## src/rtl/multicycle_alu.sv

```systemverilog
// rtl/multicycle_alu.sv - multicycle execute unit with a serial 1-bit-per-cycle shifter
module multicycle_alu #(
    parameter int DATA_WIDTH  = 32,
    parameter int SHAMT_WIDTH = 5,
    parameter int TAG_WIDTH   = 5
) (
    input  logic                   clk,
    input  logic                   rst_n,
    input  logic                   flush,
    input  logic                   operation_valid,
    output logic                   operation_ready,
    input  logic [3:0]             alu_control_code,
    input  logic [DATA_WIDTH-1:0]  operand_a,
    input  logic [DATA_WIDTH-1:0]  operand_b,
    input  logic [TAG_WIDTH-1:0]   operation_tag,
    output logic                   result_valid,
    input  logic                   result_ready,
    output logic [DATA_WIDTH-1:0]  result,
    output logic                   result_zero,
    output logic [TAG_WIDTH-1:0]   result_tag,
    output logic                   busy
);

    localparam logic [3:0] OP_ADD  = 4'b0000;
    localparam logic [3:0] OP_SUB  = 4'b1000;
    localparam logic [3:0] OP_SLL  = 4'b0001;
    localparam logic [3:0] OP_SLT  = 4'b0010;
    localparam logic [3:0] OP_SLTU = 4'b0011;
    localparam logic [3:0] OP_XOR  = 4'b0100;
    localparam logic [3:0] OP_SRL  = 4'b0101;
    localparam logic [3:0] OP_SRA  = 4'b1101;
    localparam logic [3:0] OP_OR   = 4'b0110;
    localparam logic [3:0] OP_AND  = 4'b0111;
    localparam logic [3:0] OP_LUI  = 4'b1001;

    typedef enum logic [1:0] {
        S_IDLE  = 2'd0,
        S_SHIFT = 2'd1,
        S_DONE  = 2'd2
    } state_t;

    state_t                  r_state;
    state_t                  w_next_state;
    logic [DATA_WIDTH-1:0]   r_result;
    logic                    r_zero;
    logic [TAG_WIDTH-1:0]    r_tag;
    logic [SHAMT_WIDTH-1:0]  r_count;
    logic                    r_shift_right;
    logic                    r_shift_arith;

    logic                    w_accept;
    logic                    w_is_shift;
    logic                    w_start_shift;
    logic                    w_last_shift;
    logic [SHAMT_WIDTH-1:0]  w_shamt;
    logic [DATA_WIDTH-1:0]   w_alu_result;
    logic [DATA_WIDTH-1:0]   w_shift_next;

    assign operation_ready = (r_state == S_IDLE) && rst_n;
    assign busy            = (r_state != S_IDLE);
    assign result_valid    = (r_state == S_DONE);
    assign result          = r_result;
    assign result_zero     = r_zero;
    assign result_tag      = r_tag;

    // flush wins over accept, so a flushed request is never captured
    assign w_accept      = operation_valid && operation_ready && !flush;
    assign w_shamt       = operand_b[SHAMT_WIDTH-1:0];
    assign w_is_shift    = (alu_control_code == OP_SLL) || (alu_control_code == OP_SRL) ||
                           (alu_control_code == OP_SRA);
    assign w_start_shift = w_accept && w_is_shift && (w_shamt != '0);
    assign w_last_shift  = (r_count == SHAMT_WIDTH'(1));

    // single-cycle result; a zero-amount shift simply passes operand_a
    always_comb begin
        w_alu_result = operand_a + operand_b;
        case (alu_control_code)
            OP_SUB:  w_alu_result = operand_a - operand_b;
            OP_SLT:  w_alu_result = {{(DATA_WIDTH-1){1'b0}}, ($signed(operand_a) < $signed(operand_b))};
            OP_SLTU: w_alu_result = {{(DATA_WIDTH-1){1'b0}}, (operand_a < operand_b)};
            OP_XOR:  w_alu_result = operand_a ^ operand_b;
            OP_OR:   w_alu_result = operand_a | operand_b;
            OP_AND:  w_alu_result = operand_a & operand_b;
            OP_LUI:  w_alu_result = operand_b;
            OP_SLL, OP_SRL, OP_SRA: w_alu_result = operand_a;
            default: w_alu_result = operand_a + operand_b;
        endcase
    end

    // one-bit step of the serial shifter; the result register doubles as the shift register
    always_comb begin
        w_shift_next = {r_result[DATA_WIDTH-2:0], 1'b0};
        if (r_shift_right) begin
            w_shift_next = {(r_shift_arith & r_result[DATA_WIDTH-1]), r_result[DATA_WIDTH-1:1]};
        end
    end

    // state register
    always_ff @(posedge clk) begin
        if (!rst_n) begin
            r_state <= S_IDLE;
        end else begin
            r_state <= w_next_state;
        end
    end

    // next-state logic
    always_comb begin
        w_next_state = r_state;
        if (flush) begin
            w_next_state = S_IDLE;
        end else begin
            case (r_state)
                S_IDLE:  if (w_accept) w_next_state = w_start_shift ? S_SHIFT : S_DONE;
                S_SHIFT: if (w_last_shift) w_next_state = S_DONE;
                S_DONE:  if (result_ready) w_next_state = S_IDLE;
                default: w_next_state = S_IDLE;
            endcase
        end
    end

    // datapath: capture on accept, shift while in SHIFT, hold otherwise
    always_ff @(posedge clk) begin
        if (!rst_n) begin
            r_result      <= '0;
            r_zero        <= 1'b1;
            r_tag         <= '0;
            r_count       <= '0;
            r_shift_right <= 1'b0;
            r_shift_arith <= 1'b0;
        end else if (!flush) begin
            if (w_accept) begin
                r_tag         <= operation_tag;
                r_shift_right <= alu_control_code[2];
                r_shift_arith <= alu_control_code[3];
                r_count       <= w_shamt;
                r_result      <= w_alu_result;
                if (!w_start_shift) begin
                    r_zero <= (w_alu_result == '0);
                end
            end else if (r_state == S_SHIFT) begin
                r_result <= w_shift_next;
                r_count  <= r_count - SHAMT_WIDTH'(1);
                if (w_last_shift) begin
                    r_zero <= (w_shift_next == '0);
                end
            end
        end
    end

endmodule

```

## config.mk

```make
export PLATFORM = sky130hd
export DESIGN_NAME = multicycle_alu
export DESIGN_NICKNAME = d
export VERILOG_FILES = /design/src/rtl/multicycle_alu.sv
export SDC_FILE = /design/constraint.sdc
export NUM_CORES = 1
export LEC_CHECK = 0
export CAP_MARGIN = 0
export CORE_MARGIN = 1
export CORE_UTILIZATION = 58
export CTS_CLUSTER_DIAMETER = 200
export DETAILED_ROUTE_END_ITERATION = 16
export MAX_ROUTING_LAYER = met4
export PLACE_DENSITY = 0.94
export SKIP_LAST_GASP = 1
export SYNTH_ARGS = -nofsm -noshare
export SYNTH_HDL_FRONTEND = slang
export SYNTH_SLANG_ARGS = --single-unit
```

## constraint.sdc

```tcl
create_clock -name clk -period 5.49 [get_ports clk]
set_clock_uncertainty 0.05 [all_clocks]
set_input_delay 0.8235 -clock clk [delete_from_list [all_inputs] [get_ports clk]]
set_output_delay 0.8235 -clock clk [all_outputs]
set_load 0.05 [all_outputs]
```

==> out/metrics.csv <==
stage,metric,value,unit
sta,slew margin rel.,0.124,
sta,post-route minimum period,5.18,ns
routing,first-pass detailed-route iteration total,8,
yosys,syn avg cell area,6.74,um2
global_routing,first-pass GRT wire length,54200,um
yosys,most frequent cell after synthesis,nor2_1,
yosys,post-synthesis cell area,8700,um2
die,Placeable Area,14600,um2
die,die width,124,um
critical_path,largest fanout on the critical path,6,
clock_network,TritonCTS clock tree,done,
clock_network,root buffer cell,clkbuf_16,
critical_path,cells along the critical path,clkdlybuf4s50_1 -> ha_1 -> fa_1 -> a21o_1 -> a221oi_2 -> o311ai_1 -> o21ai_0 -> o21ai_1 -> xnor2_1 -> a221oi_1 -> nand4_1 -> or4_1 -> nor4_1 -> a31o_1,
sta,# setup viols final,0,
critical_path,worst reg2reg path depth,11,
sta,unrepaired setup endpoints after global routing,false,
clock_network,post-CTS setup buffers,0,
critical_path,"Req. time, crit path",5.67,ns
critical_path,WP buf/inv,1,
job,maxcap violations,0,
critical_path,WP data arrival,5.37,ns
sta,Tightest Pin Transition,1.31,ns
pwr,Tot Pwr,1.69,mW
clock_network,Num CTS Buffers,5,
routing,number of nets with antenna violations after routing,0,
routing,DR WL/cell,21.8,um
sta,Final period util,0.944,
clock_network,worst skew pair latency,0.30,ns
pwr,Flop pwr share,0.224,
pwr,Comb pwr share,0.565,
yosys,Post-synth ARST share,0,
yosys,Yosys top cell area share,0.141,
yosys,yosys warns,0,
pwr,Peak VDD IR,0.000136,V
final_layout,Layout Utilization,0.706,
die,Initial Util,0.596,
placed_design,GPL Wtd Cong,1.05,
pwr,P_sw,0.757,mW
yosys,cell taking the most area after synthesis,ha_1,
final_layout,# diodes,0,
die,die area,15500,um2
yosys,"EDFF count, synth",0,
routing,Via Count,10863,
routing,detailed-route DRC error count,0,
critical_path,R2R Path End,result_zero,
yosys,synth cell count leaders,"nor2_1, a21oi_1, nand2_1, inv_1, ha_1",
yosys,Syn Inst Count,1290,
yosys,sequential fraction of the synthesis area,0.108,
global_routing,largest net degree at the start of global routing,87,
yosys,Post-Syn Nets,1468,
placed_design,Buffers on Ports,118,
critical_path,CP max stage delay,0.56,ns
clock_network,CTS Sinks,47,
critical_path,CP Capture Point,result_zero,
die,Ports,119,
placed_design,DP Wirelength,25900,um
global_routing,initial antenna violation count,0,
global_routing,vias in the first global route,10250,
critical_path,CP top delay family,compound AO/OA/AOI/OAI gates,
critical_path,R2R Setup Slk,2.16,ns
pwr,switching share of power,0.448,
critical_path,Critical R2R Launch,r_state[1],
sta,Total Neg Setup Slack,0,ns
routing,final wirelength,33900,um
critical_path,Setup CP Type,primary input to flop,
clock_network,number of H-tree levels,2,
pwr,pwr dens,164,nW/um2
yosys,Unique masters post-synth,79,
yosys,Main synth FF type,dfxtp_1,
sta,Slew Limit Fails,0,
critical_path,crit path capture type,flop,
final_layout,# nets final,1548,
sta,Final Hold Viols,0,
die,FP Rows,44,
critical_path,critical path depth,14,
final_layout,layout cells sized above 1,0.0656,
routing,1st-iter DRT viols,1279,
clock_network,post-CTS resize count,0,
clock_network,Clock Pin Slew Worst Setup and Hold Paths,0.07,ns
clock_network,hold-fix buffers at CTS,0,
pwr,Lkg Pwr,4.21,nW
pwr,Cell Int Power,0.932,mW
hold_path,HP Class,flop to flop,
yosys,synthesis-stage register bit count,47,
routing,vias per cell,6.99,
die,die height,124,um
sta,Max Clock Freq,193,MHz
global_routing,GRT Util Overall,0.439,
critical_path,Crit. Startpoint,operand_b[0],
clock_network,clock buffer depth,2,
critical_path,CP Launch Type,primary input,
global_routing,total global routing overflow,0,
final_layout,Area Overhead vs Synth,18.5,%
critical_path,"slowest stage cell, crit path",or4_1,
pwr,Clk pwr share,0.211,
yosys,ranking of synthesized cells by area,"ha_1, dfxtp_1, a21oi_1, nor2_1, nand2_1",
run_status,status,"finished, final reports clean",
kinds of logic after synthesis:
kind of cell,synth area share
compound gates,0.367
fa+ha+maj,0.146
mux,0.0465
xor+xnor,0.00805
simple gates,0.238
flops,0.108
buf+inv,0.0872
routing by layer:
layer | up-vias | track usage | part of all wire
met5 | - | - | 0
met4 | 0 | 0.213 | 0.052
met3 | 163 | 0.0777 | 0.099
met2 | 730 | 0.691 | 0.45
met1 | 5043 | 0.541 | 0.40
li1 | 4927 | - | -
tightest hold or removal path, stage by stage (launching register included):
cell	delay, ns
dfxtp_1	0.31
nand2_1	0.05
a21oi_1	0.05
flip-flops by register name, summed over array words and instances, names as in the netlist:
signal         flops
r_count            5
r_shift_arith      1
result_tag         5
result_zero        1
r_shift_right      1
r_state            2
result            32
per-stage QoR:
step / cell area, um2 / worst slack [ns] / instances / hold slack [ns]
floorplan: 8700 / 1.38 / 1290 / 0.386
global placement: 10100 / 0.141 / 1547 / 0.393
detailed placement: 10100 / 0.121 / 1547 / 0.398
CTS: 10300 / 0.385 / 1555 / 0.408
global route: 10300 / 0.0555 / 1555 / 0.432
finish: 10300 / 0.305 / 1555 / 0.404
cell usage in the layout (no fill, tap or decap), drive strengths merged, types with 19 or more instances in the layout:
cell type,n
a211oi,27
nor2,135
nor3,27
nor4,19
a21o,20
ha,98
buf,46
nand4,21
dfxtp,47
a21oi,116
o211ai,32
o21ai,87
inv,105
nand3,20
mux2i,37
nand2,116
clkdlybuf4s50,117
how the worst min path moves through the flow:
stage / from / endpoint / slack (ns) / depth (start not counted)
2_1_floorplan: r_shift_arith / r_shift_arith / 0.39 / 2
3_3_place_gp: result_tag[1] / result_tag[1] / 0.39 / 2
3_5_place_dp: result_tag[1] / result_tag[1] / 0.40 / 2
4_1_cts: result_tag[1] / result_tag[1] / 0.41 / 2
5_1_grt: result_tag[0] / result_tag[0] / 0.43 / 2
6_report: result_tag[1] / result_tag[1] / 0.40 / 2
layout make-up:
class / instances / area (um2)
Clock buffer: 5 / 125
Clock inverter: 3 / 43.8
Fill cell: 1238 / 4280
Inverter: 107 / 402
Multi-Input combinational cell: 1046 / 7040
Sequential cell: 47 / 942
Tap cell: 184 / 230
Timing Repair Buffer: 163 / 1530
power groups by stage:
stage                     Sequential, mW  Clock, mW  Combinational, mW
after CTS                          0.377      0.355              0.925
final                              0.379      0.356              0.954
after detailed placement           0.385          0              0.919
after floorplan                    0.422          0              0.560
after global routing               0.380      0.366               1.02
after global placement             0.385          0              0.913
No activity file was read; power rests on OpenSTA's default activity.
